--- src/rtl/pipeline_hazard_unit_if.sv ---
// ID-stage <-> hazard unit bundle: the ID instruction descriptor going in,
// stall / forwarding selects / debug occupancy coming back.
interface pipeline_hazard_unit_if #(
  parameter int REG_AW = 5,
  parameter int DEPTH  = 3
);
  localparam int SELW = $clog2(DEPTH + 1);

  // Handshake: ID offers an instruction whenever id_valid=1; the offer is
  // taken on a clock edge only when stall=0 (stall is the inverted ready).
  // flush_id kills the offer and also releases any stall it would cause.
  logic              id_valid;
  logic [REG_AW-1:0] id_rs;
  logic [REG_AW-1:0] id_rt;
  logic              id_rs_used;
  logic              id_rt_used;
  logic              id_wr;
  logic [REG_AW-1:0] id_rd;
  logic              id_is_load;
  logic              flush_id;
  logic              freeze;

  logic              stall;
  logic [SELW-1:0]   fwd_a_sel;
  logic [SELW-1:0]   fwd_b_sel;
  logic [SELW-1:0]   pending;

  modport master (
    output id_valid, id_rs, id_rt, id_rs_used, id_rt_used,
    output id_wr, id_rd, id_is_load, flush_id, freeze,
    input  stall, fwd_a_sel, fwd_b_sel, pending
  );

  modport slave (
    input  id_valid, id_rs, id_rt, id_rs_used, id_rt_used,
    input  id_wr, id_rd, id_is_load, flush_id, freeze,
    output stall, fwd_a_sel, fwd_b_sel, pending
  );
endinterface

--- src/rtl/pipeline_hazard_unit.sv ---
// Scoreboard-based load-use stall and forwarding-select unit for the MIPS ID stage.
// Optional macro HAZARD_STATS_EN adds saturating stall_cycles / fwd_events counters.
module pipeline_hazard_unit #(
  parameter int REG_AW   = 5,
  parameter int DEPTH    = 3,
  parameter int LOAD_LAT = 1,
  localparam int SELW    = $clog2(DEPTH + 1)
) (
  input  logic clk,
  input  logic reset,
  pipeline_hazard_unit_if.slave hz
`ifdef HAZARD_STATS_EN
  ,
  output logic [31:0] stall_cycles,
  output logic [31:0] fwd_events
`endif
);

  logic [DEPTH-1:0]             valid_q, valid_d;
  logic [DEPTH-1:0]             load_q,  load_d;
  logic [DEPTH-1:0][REG_AW-1:0] rd_q,    rd_d;

  logic [SELW:0]   op_a, op_b;
  logic            stall_w;
  logic            accept_w;
  logic [SELW-1:0] pending_w;

  // Returns {stall_contribution, select}; scanning oldest to youngest lets
  // the youngest matching producer overwrite older ones.
  function automatic logic [SELW:0] eval_op(
    input logic                         r_valid,
    input logic                         used,
    input logic [REG_AW-1:0]            r,
    input logic [DEPTH-1:0]             v,
    input logic [DEPTH-1:0]             ld,
    input logic [DEPTH-1:0][REG_AW-1:0] rd
  );
    logic            stl;
    logic [SELW-1:0] sel;
    stl = 1'b0;
    sel = '0;
    for (int k = DEPTH - 1; k >= 0; k--) begin
      if (v[k] && (rd[k] == r)) begin
        stl = ld[k] && (k < LOAD_LAT);
        sel = stl ? '0 : SELW'(k + 1);
      end
    end
    if (!r_valid || !used || (r == '0)) begin
      stl = 1'b0;
      sel = '0;
    end
    return {stl, sel};
  endfunction

  always_comb begin
    op_a = eval_op(hz.id_valid, hz.id_rs_used, hz.id_rs, valid_q, load_q, rd_q);
    op_b = eval_op(hz.id_valid, hz.id_rt_used, hz.id_rt, valid_q, load_q, rd_q);
    stall_w  = (op_a[SELW] | op_b[SELW]) & ~hz.flush_id;
    accept_w = hz.id_valid & hz.id_wr & (hz.id_rd != '0) & ~hz.flush_id & ~stall_w;
  end

  always_comb begin
    pending_w = '0;
    for (int k = 0; k < DEPTH; k++) begin
      pending_w = pending_w + SELW'(valid_q[k]);
    end
  end

  assign hz.stall     = stall_w;
  assign hz.fwd_a_sel = stall_w ? '0 : op_a[SELW-1:0];
  assign hz.fwd_b_sel = stall_w ? '0 : op_b[SELW-1:0];
  assign hz.pending   = pending_w;

  // Shift toward WB; a stalled or rejected ID slot enters as a bubble.
  always_comb begin
    valid_d = valid_q;
    load_d  = load_q;
    rd_d    = rd_q;
    if (!hz.freeze) begin
      valid_d = {valid_q[DEPTH-2:0], accept_w};
      load_d  = {load_q[DEPTH-2:0], accept_w & hz.id_is_load};
      rd_d    = {rd_q[DEPTH-2:0], hz.id_rd};
    end
  end

  always_ff @(posedge clk) begin
    if (reset) begin
      valid_q <= '0;
      load_q  <= '0;
      rd_q    <= '0;
    end else begin
      valid_q <= valid_d;
      load_q  <= load_d;
      rd_q    <= rd_d;
    end
  end

`ifdef HAZARD_STATS_EN
  logic [31:0] stall_cycles_q, stall_cycles_d;
  logic [31:0] fwd_events_q,   fwd_events_d;

  always_comb begin
    stall_cycles_d = stall_cycles_q;
    fwd_events_d   = fwd_events_q;
    if (!hz.freeze && stall_w && (stall_cycles_q != '1)) begin
      stall_cycles_d = stall_cycles_q + 32'd1;
    end
    if (!hz.freeze && ((hz.fwd_a_sel != '0) || (hz.fwd_b_sel != '0)) &&
        (fwd_events_q != '1)) begin
      fwd_events_d = fwd_events_q + 32'd1;
    end
  end

  always_ff @(posedge clk) begin
    if (reset) begin
      stall_cycles_q <= '0;
      fwd_events_q   <= '0;
    end else begin
      stall_cycles_q <= stall_cycles_d;
      fwd_events_q   <= fwd_events_d;
    end
  end

  assign stall_cycles = stall_cycles_q;
  assign fwd_events   = fwd_events_q;
`endif

endmodule

--- src/flat_wrapper.sv ---
// flat-port wrapper written by rule: the top's interface ports become plain ports
module pipeline_hazard_unit_flat 
#(
  parameter int REG_AW   = 5,
  parameter int DEPTH    = 3,
  parameter int LOAD_LAT = 1,
  localparam int SELW    = $clog2(DEPTH + 1)
)
  (clk, reset, hz_id_valid, hz_id_rs, hz_id_rt, hz_id_rs_used, hz_id_rt_used, hz_id_wr, hz_id_rd, hz_id_is_load, hz_flush_id, hz_freeze, hz_stall, hz_fwd_a_sel, hz_fwd_b_sel, hz_pending);
  pipeline_hazard_unit_if #(.REG_AW(REG_AW), .DEPTH(DEPTH)) hz_i ();
  input  logic clk;
  input  logic reset;
  input wire logic [$bits(hz_i.id_valid)-1:0] hz_id_valid;
  input wire logic [$bits(hz_i.id_rs)-1:0] hz_id_rs;
  input wire logic [$bits(hz_i.id_rt)-1:0] hz_id_rt;
  input wire logic [$bits(hz_i.id_rs_used)-1:0] hz_id_rs_used;
  input wire logic [$bits(hz_i.id_rt_used)-1:0] hz_id_rt_used;
  input wire logic [$bits(hz_i.id_wr)-1:0] hz_id_wr;
  input wire logic [$bits(hz_i.id_rd)-1:0] hz_id_rd;
  input wire logic [$bits(hz_i.id_is_load)-1:0] hz_id_is_load;
  input wire logic [$bits(hz_i.flush_id)-1:0] hz_flush_id;
  input wire logic [$bits(hz_i.freeze)-1:0] hz_freeze;
  output wire logic [$bits(hz_i.stall)-1:0] hz_stall;
  output wire logic [$bits(hz_i.fwd_a_sel)-1:0] hz_fwd_a_sel;
  output wire logic [$bits(hz_i.fwd_b_sel)-1:0] hz_fwd_b_sel;
  output wire logic [$bits(hz_i.pending)-1:0] hz_pending;
  assign hz_i.id_valid = hz_id_valid;
  assign hz_i.id_rs = hz_id_rs;
  assign hz_i.id_rt = hz_id_rt;
  assign hz_i.id_rs_used = hz_id_rs_used;
  assign hz_i.id_rt_used = hz_id_rt_used;
  assign hz_i.id_wr = hz_id_wr;
  assign hz_i.id_rd = hz_id_rd;
  assign hz_i.id_is_load = hz_id_is_load;
  assign hz_i.flush_id = hz_flush_id;
  assign hz_i.freeze = hz_freeze;
  assign hz_stall = hz_i.stall;
  assign hz_fwd_a_sel = hz_i.fwd_a_sel;
  assign hz_fwd_b_sel = hz_i.fwd_b_sel;
  assign hz_pending = hz_i.pending;
  pipeline_hazard_unit #(.REG_AW(REG_AW), .DEPTH(DEPTH), .LOAD_LAT(LOAD_LAT)) u_core (.clk(clk), .reset(reset), .hz(hz_i));
endmodule
--- config.mk ---
export PLATFORM = sky130hd
export DESIGN_NAME = pipeline_hazard_unit_flat
export DESIGN_NICKNAME = d
export VERILOG_FILES = /design/src/rtl/pipeline_hazard_unit_if.sv /design/src/rtl/pipeline_hazard_unit.sv /design/src/flat_wrapper.sv
export SDC_FILE = /design/constraint.sdc
export NUM_CORES = 1
export LEC_CHECK = 0
export CORE_MARGIN = 2
export CORE_UTILIZATION = 44
export DETAILED_ROUTE_END_ITERATION = 7
export PLACE_DENSITY = 0.85
export SLEW_MARGIN = 5
export SYNTH_ARGS = -nofsm -noshare
export SYNTH_HDL_FRONTEND = slang
export SYNTH_SLANG_ARGS = --single-unit
--- constraint.sdc ---
create_clock -name clk -period 2.4 [get_ports clk]
set_clock_uncertainty 0.1 [all_clocks]
set_input_delay 0.6 -clock clk [delete_from_list [all_inputs] [get_ports clk]]
set_output_delay 0.6 -clock clk [all_outputs]
set_load 0.05 [all_outputs]
# Word level (Yosys, flattened, before mapping)
# Cells that the tools add are included.
# W data, S select, Z words.
# op_classes
bitwise_logic,9
eq_ne,6
n_addsub,2
muxes,15
reduce_logical,16
# op_table
operator,n
$eq A5 B5 Y1,6
$mux W2,10
$logic_not A5 Y1,2
$and A1 B1 Y1,6
$logic_and A1 B1 Y1,6
$mux W1,5
$reduce_bool A5 Y1,1
$logic_or A1 B1 Y1,4
$logic_not A1 Y1,3
$add A1 B1 Y2,1
$add A2 B1 Y2,1
$not A1 Y1,2
$or A1 B1 Y1,1
# word_totals
word_cells,53
register_bits,19
output_inout_bits,7

# Longest topological paths before layout
# Gate-level depths: netlist of run 1.
# logic_depth
ltp_word,9
mapped_depth,6
depth_no_buf,5

# Worst setup path before layout of run 1
# Ideal clock, no wire load.
# synth_path
path_type,in2out
start,in hz_id_rt[1]
end,out hz_fwd_a_sel[1]
required_ns,1.700
path_stages,4
slack_ns,-0.839
arrival_time_ns,2.539
path_buffers,0
cell_sequence,or4_1 > o211ai_2 > nor2_2 > a2111oi_2
# synth_via
elab_chain_cells,7
# synth_rtl
item,line,text
"start, declared",flat_wrapper.sv:15,input wire logic [$bits(hz_i.id_rt)-1:0] hz_id_rt;
$eq A5 B5 Y1,pipeline_hazard_unit.sv:43,if (v[k] && (rd[k] == r)) begin
$logic_and A1 B1 Y1,pipeline_hazard_unit.sv:43,
$mux W1,pipeline_hazard_unit.sv:43,
$mux W1 *,pipeline_hazard_unit.sv:48,if (!r_valid || !used || (r == '0)) begin
$or A1 B1 Y1 *,pipeline_hazard_unit.sv:58,stall_w = (op_a[SELW] | op_b[SELW]) & ~hz.flush_id;
$and A1 B1 Y1 *,pipeline_hazard_unit.sv:58,
$mux W2 *,pipeline_hazard_unit.sv:70,assign hz.fwd_a_sel = stall_w ? '0 : op_a[SELW-1:0];
"end, declared",flat_wrapper.sv:24,output wire logic [$bits(hz_i.fwd_a_sel)-1:0] hz_fwd_a_sel;
# Mark *: on every way between the ends. The rest lies on a longest branch, timed or not.

# Worst setup path after layout of run 1
# layout_path
start,in hz_id_rt[2]
end,out hz_fwd_a_sel[1]
# Same word-level chain as after synthesis.

==> reports/summary.txt, run 1 <==
Initial Util -> 45.6%
Die Y -> 57.2 µm
Final setup fails -> 5
Post-route ant nets -> 0
Syn_nets -> 161
# placed instances -> 210
Min setup slack post-route -> -433 ps
Xor and xnor area share after synthesis -> 21.1%
Fmax -> 353 MHz
Simple-Gate Fraction of Synth Area -> 20.3%
Largest family of logic cells by synthesized area -> XOR/XNOR gates
Mux cell area share after synthesis -> 13.7%
Largest net degree at the start of global routing -> 17
Fin. max-slew vios -> 0
Top FF cell, synth -> dfxtp_1
First-pass GRT wire length -> 5470 µm
Gpl congestion -> 0.912
Met1 Use GR -> 24.5%
Vias in the first global route -> 1271
WS Path Type -> in2out
# diodes -> 0
CP max-delay cell -> or4_4
CTS tree -> built
Area of the multi-input gates -> 968 µm²
Nets -> 215
DR vias -> 1186
MaxCap Viol Count -> 0
Final TNS setup -> -1810 ps
Met2 Track Usage GR -> 39.6%
CP peak stage delay -> 550 ps
Final hold vios -> 0
Top cell type by total area after synthesis -> dfxtp_1
Via density -> 5.39
Cell variety after synth -> 37
Worst Tran Pin Value -> 504 ps
Port bufs -> 30
Seq/Total Area, Yosys -> 30.5%
Setup crit end kind -> output pin
Final Cycle Share -> 118%
Leak -> 0.844 nW
DRT iter0 DRCs -> 23
Initial antenna violation count -> 0
Fill cells -> 216
Final instance area -> 1940 µm²
Synth Area per Inst -> 9.16 µm²
Num ports -> 31
Drt pass-1 iters -> 4
Status -> finished, violations left
Routed WL -> 3510 µm
# rows -> 19
DP Wirelength -> 2620 µm
CP top delay family -> simple AND/OR/NAND/NOR gates
Total track usage -> 21.3%
Yosys top cell area share -> 30.5%
M3 GR Usage -> 3.40%
Busiest layer in global routing -> met2
CTS Buffer Depth -> 2
Hold Path Class -> reg2reg
Worst skew pair latency -> 300 ps
Area delta synth->final -> 55.9%
Slew Limit Headroom -> 66.3%
Asr flop ratio synth -> 0%
Root Driver -> clkbuf_4
CP Launch Type -> input pin
Total number of yosys warnings -> 0
Non-filler cells, final -> 220
Core Region -> 2730 µm²
Full die area -> 3270 µm²
Top cells by count, synth -> xor2_1 (20), dfxtp_1 (19), nor2_1 (19), mux2i_1 (17), xnor2_1 (10)
Mapped Area -> 1250 µm²
Worst path cell trace -> buf_2, or4_4, o211ai_4, nor2_4, a2111oi_4, buf_12
Peak supply drop -> 0.000409 V
Reg clk slew, reported paths -> 100 ps
Num CTS Buffers -> 3
CP Max Fanout -> 2
Failing checks -> setup timing
Synth Area in Compound Gates -> 10.6%
WL/cell -> 16.0 µm
Adder-Cell Fraction of Synth Area -> 1.61%
Crit path required time -> 1700 ps
Main area contributors after synthesis -> dfxtp_1 (31%), xor2_1 (14%), mux2i_1 (14%)
PwrDens -> 350 nW/µm²
Sequential Area -> 380 µm²
WP buf/inv -> 2
Critical path arrival -> 2130 ps
Placed inst area -> 1790 µm²
Die width -> 57.2 µm
Cells after Synth -> 136
DR DRC count -> 0
Post-synth EDFFs -> 0
Grt ovf -> 0
Unrepaired setup endpoints after global routing -> true
Fin crit period -> 2830 ps
FF+latch count, synth -> 19
Worst hold slack -> 469 ps
Share of cells above drive strength 1 -> 35.4%
Most frequent cell after synthesis -> xor2_1
CTS Sinks -> 19
H-tree levels -> 1
==> area by class of cell <==
| class | instances | share of cell area [%] |
|---|---|---|
| Sequential cell | 19 | 19.6 |
| Multi-Input combinational cell | 110 | 49.8 |
| Clock buffer | 3 | 1.16 |
| Inverter | 2 | 0.386 |
| Timing Repair Buffer | 54 | 26.8 |
| Tap cell | 31 | 2.00 |
| Clock inverter | 1 | 0.258 |
==> per-stage QoR <==
step	util [%]	setup WS [ps]	power (mW)
after global placement	65.4	-706	0.502
after detailed placement	65.4	-762	0.509
after global routing	71.1	-458	0.714
after CTS	68.5	-431	0.677
final	71.1	-433	0.680
after floorplan	-	-407	0.419
==> kinds of logic after synthesis <==
family	count (synthesis)
compound gates	14
xor+xnor	30
fa+ha+maj	1
buf+inv	7
flops	19
mux	17
simple gates	48
==> power breakdown <==
group	internal (mW)	total, mW	switching, mW
clock	0.0623	0.165	0.103
sequential	0.325	0.342	0.0162
combinational	0.0932	0.173	0.0797
total	0.481	0.680	0.199
==> worst reg2reg max path, stage by stage, from the launching register on <==
cell     delay [ps]
dfxtp_1         400
xor2_2          200
nor4_2          330
and4_4          320
buf_4           120
buf_4            90
o21a_4          130
o31ai_4          50
==> routing by layer <==
layer  vias to the layer above  share of wire (%)
li1                        584                  -
met3                         6                3.0
met4                         0                1.9
met5                         -                  0
met2                        30                 53
met1                       566                 42
==> registers in the layout, indices dropped and copies added (netlist names) <==
| signal | count |
|---|---|
| u_core.load_q | 1 |
| u_core.rd_q | 15 |
| u_core.valid_q | 3 |
==> path summary, 6_finish.rpt <==
kind / startpoint / endpoint / slack (ps) / cells after the start
max: hz_id_rt[2] / hz_fwd_a_sel[1] / -430 / 6
max reg2reg: u_core.rd_q[4] / u_core.load_q[0] / 560 / 7
min: u_core.rd_q[13] / u_core.rd_q[13] / 470 / 2
min reg2reg: u_core.rd_q[13] / u_core.rd_q[13] / 470 / 2
==> layout by cell type, fill, tap and decap left out, types with 2 or more instances in the layout <==
master	synthesis	routed
dfxtp_1	19	19
nand2_1	3	3
nor2_1	19	19
buf_6	0	7
o21a_4	1	3
buf_12	0	5
nand3_1	2	2
xnor2_1	10	9
buf_2	1	4
nor4_2	0	4
mux2i_1	17	17
buf_4	0	21
inv_1	2	2
clkbuf_2	0	2
o21ai_1	2	2
and3_1	5	3
clkbuf_4	0	3
and3_4	0	2
xor2_1	20	19
clkdlybuf4s50_1	0	13
==> repair_timing <==
item	4_1_cts	5_1_grt
setup buffers	1	5
setup endpoints to repair	5	5
endpoints found under the hold margin	0	0
gates resized for setup	46	13
pin swaps	14	9
hold buffers	0	0
(Power assumes the default switching activity.)
==> run 2, diff against run 1 <==
--- a/config.mk
+++ b/config.mk
@@ -6,9 +6,10 @@
 export NUM_CORES = 1
 export LEC_CHECK = 0
 export CORE_MARGIN = 2
-export CORE_UTILIZATION = 44
+export CORE_UTILIZATION = 56
 export DETAILED_ROUTE_END_ITERATION = 7
-export PLACE_DENSITY = 0.85
+export DONT_BUFFER_PORTS = 1
+export PLACE_DENSITY = 0.84
 export SLEW_MARGIN = 5
 export SYNTH_ARGS = -nofsm -noshare
 export SYNTH_HDL_FRONTEND = slang
==> run 2 against run 1 <==
Against the previous run: the run still ends with setup timing left; final area is 28% lower; fmax is 5.8% higher; sequential share of layout area is 7.7 points higher; cell count is 24% lower; critical path depth is 1 lower; clock power is 8% lower; count of clock-buffer cells in the layout is 1 higher; sequential power hardly changed; critical endpoint unchanged; largest cell class unchanged; largest power group unchanged; highest routed layer unchanged.
==> reports/summary.txt, run 2 (synthesis results as in run 1) <==
Status -> finished, violations left
Failing checks -> setup timing
Non-filler cells, final -> 168
Num CTS Buffers -> 3
Reg2reg start -> u_core.rd_q[2]
DR DRC count -> 0
Register share of total power -> 59.8%
Area delta synth->final -> 12.1%
Slew Limit Headroom -> 66.3%
# diodes -> 0
Die Y -> 51.2 µm
Initial Util -> 58.0%
Fmax -> 373 MHz
Drt pass-1 iters -> 4
Fin. max-slew vios -> 0
Fin crit period -> 2680 ps
DP Wirelength -> 2230 µm
# placed instances -> 164
Switch share -> 23.8%
Total track usage -> 23.4%
Worst Tran Pin Value -> 505 ps
Final Cycle Share -> 112%
Largest net degree at the start of global routing -> 20
Vias in the first global route -> 1057
Root Driver -> clkbuf_4
Internal Power -> 0.435 mW
Setup crit end kind -> output pin
Most common cell after layout, fill and taps aside -> xor2_1
CTS Sinks -> 19
Worst path depth -> 5
Reg-to-Reg End -> u_core.valid_q[0]
Number of cells on the worst hold path -> 1
Core Region -> 2150 µm²
Grt ovf -> 0
Hold Crit Start -> reset
Hold Path Sink -> u_core.rd_q[1]
Worst skew pair latency -> 280 ps
CP top delay family -> simple AND/OR/NAND/NOR gates
CP peak stage delay -> 530 ps
Unrepaired setup endpoints after global routing -> true
Reg clk slew, reported paths -> 90 ps
Crit path required time -> 1700 ps
Critical path arrival -> 1980 ps
Port bufs -> 0
DR vias -> 979
Final hold vios -> 0
Via density -> 5.83
Routed WL -> 2760 µm
Nets -> 166
Final instance area -> 1400 µm²
Largest reg by FF count -> u_core.rd_q
Worst path cell trace -> or4_4, o211ai_2, nor2_2, a2111oi_4, buf_12
First-pass GRT wire length -> 4570 µm
CP Launch Type -> input pin
Comb power frac -> 13.7%
Full die area -> 2620 µm²
Leak -> 0.591 nW
Pwr Total -> 0.571 mW
Final setup fails -> 5
Die width -> 51.2 µm
Post-route ant nets -> 0
CP Max Fanout -> 4
CTS tree -> built
Post-place setup slack -> -280 ps
CP max-delay cell -> or4_4
Initial antenna violation count -> 0
Placed inst area -> 1350 µm²
Setup slack, reg-to-reg -> 750 ps
Switch Pwr -> 0.136 mW
Commonest non-fill, non-tap cells in the layout -> xor2_1 (20), nor2_1 (19), dfxtp_1 (18), mux2i_1 (17), xnor2_1 (10)
Hold Path Class -> in2reg
CTS Buffer Depth -> 2
Num ports -> 31
Peak supply drop -> 0.000440 V
Hold buffer count at CTS -> 0
WS Path Type -> in2out
PwrDens -> 408 nW/µm²
MaxCap Viol Count -> 0
Gpl congestion -> 0.831
H-tree levels -> 1
WL/cell -> 16.4 µm
Worst r2r path cells -> 6
Final Util -> 65.1%
WP buf/inv -> 1
Biggest regs -> u_core.rd_q (15), u_core.valid_q (3), u_core.load_q (1)
Max reg flops -> 15
# rows -> 17
DRT iter0 DRCs -> 6
Clock share of power -> 26.5%
Share of cells above drive strength 1 -> 17.9%
Min setup slack post-route -> -278 ps
==> run 2: cell count changes in the layout (fill, tap and decap cells not counted), moves of 2 or more <==
cell             delta
nor4_2              -2
nor4_1              +2
clkbuf_2            -2
buf_4              -17
clkdlybuf4s50_1    -13
buf_12              -4
buf_2               -4
buf_6               -7
==> run 2: worst reg2reg max path: cells and delay by family, from the launching register on <==
family	cells	cell delay [ps]
XOR/XNOR	1	180
flip-flops	1	370
AO/OA/AOI/OAI	2	180
AND/OR/NAND/NOR	2	580
buffers and inverters	1	110
==> run 2: routing by layer <==
layer	up-vias	global-route usage [%]	share of wire, %
met5	-	0	0
met4	0	9.01	0.51
met3	2	4.68	5.3
met2	21	43.7	53
met1	472	25.6	41
li1	484	-	-
==> run 2: worst max-delay path by stage <==
stage / end / from
after floorplan: hz_fwd_a_sel[1] / hz_id_rt[1]
after global placement: hz_fwd_a_sel[1] / hz_id_rt[1]
after detailed placement: hz_fwd_a_sel[1] / hz_id_rt[1]
after CTS: hz_fwd_a_sel[1] / hz_id_rt[1]
after global routing: hz_fwd_a_sel[1] / hz_id_rt[1]
final: hz_fwd_a_sel[1] / hz_id_rt[1]
==> run 2: final cells by class <==
| class | instances | area (µm²) |
|---|---|---|
| sequential | 19 | 382 |
| multi-input combinational | 110 | 897 |
| inverter | 2 | 7.51 |
| clock buffer | 4 | 26.3 |
| fill | 192 | 751 |
| timing repair buffer | 5 | 50.0 |
| tap | 28 | 35.0 |
==> run 2: power groups by stage <==
stage	Clock (mW)	Sequential, mW	Combinational (mW)
floorplan	0	0.343	0.0759
global placement	0	0.348	0.0714
detailed placement	0	0.348	0.0749
CTS	0.162	0.341	0.0770
global route	0.174	0.343	0.0852
finish	0.151	0.342	0.0782
==> run 2: stage by stage <==
stage	setup TNS [ps]	hold slack, ps
final	-1080	268
after floorplan	-928	401
after detailed placement	-1090	450
after global placement	-896	443
after global routing	-1210	241
after CTS	-1090	254
==> run 2: timing repair <==
item                       4_1_cts  5_1_grt
hold endpoints to repair         0        0
setup buffers                    0        0
setup endpoints to repair        5        5
resized for setup                1        3
pin swaps                        0        1
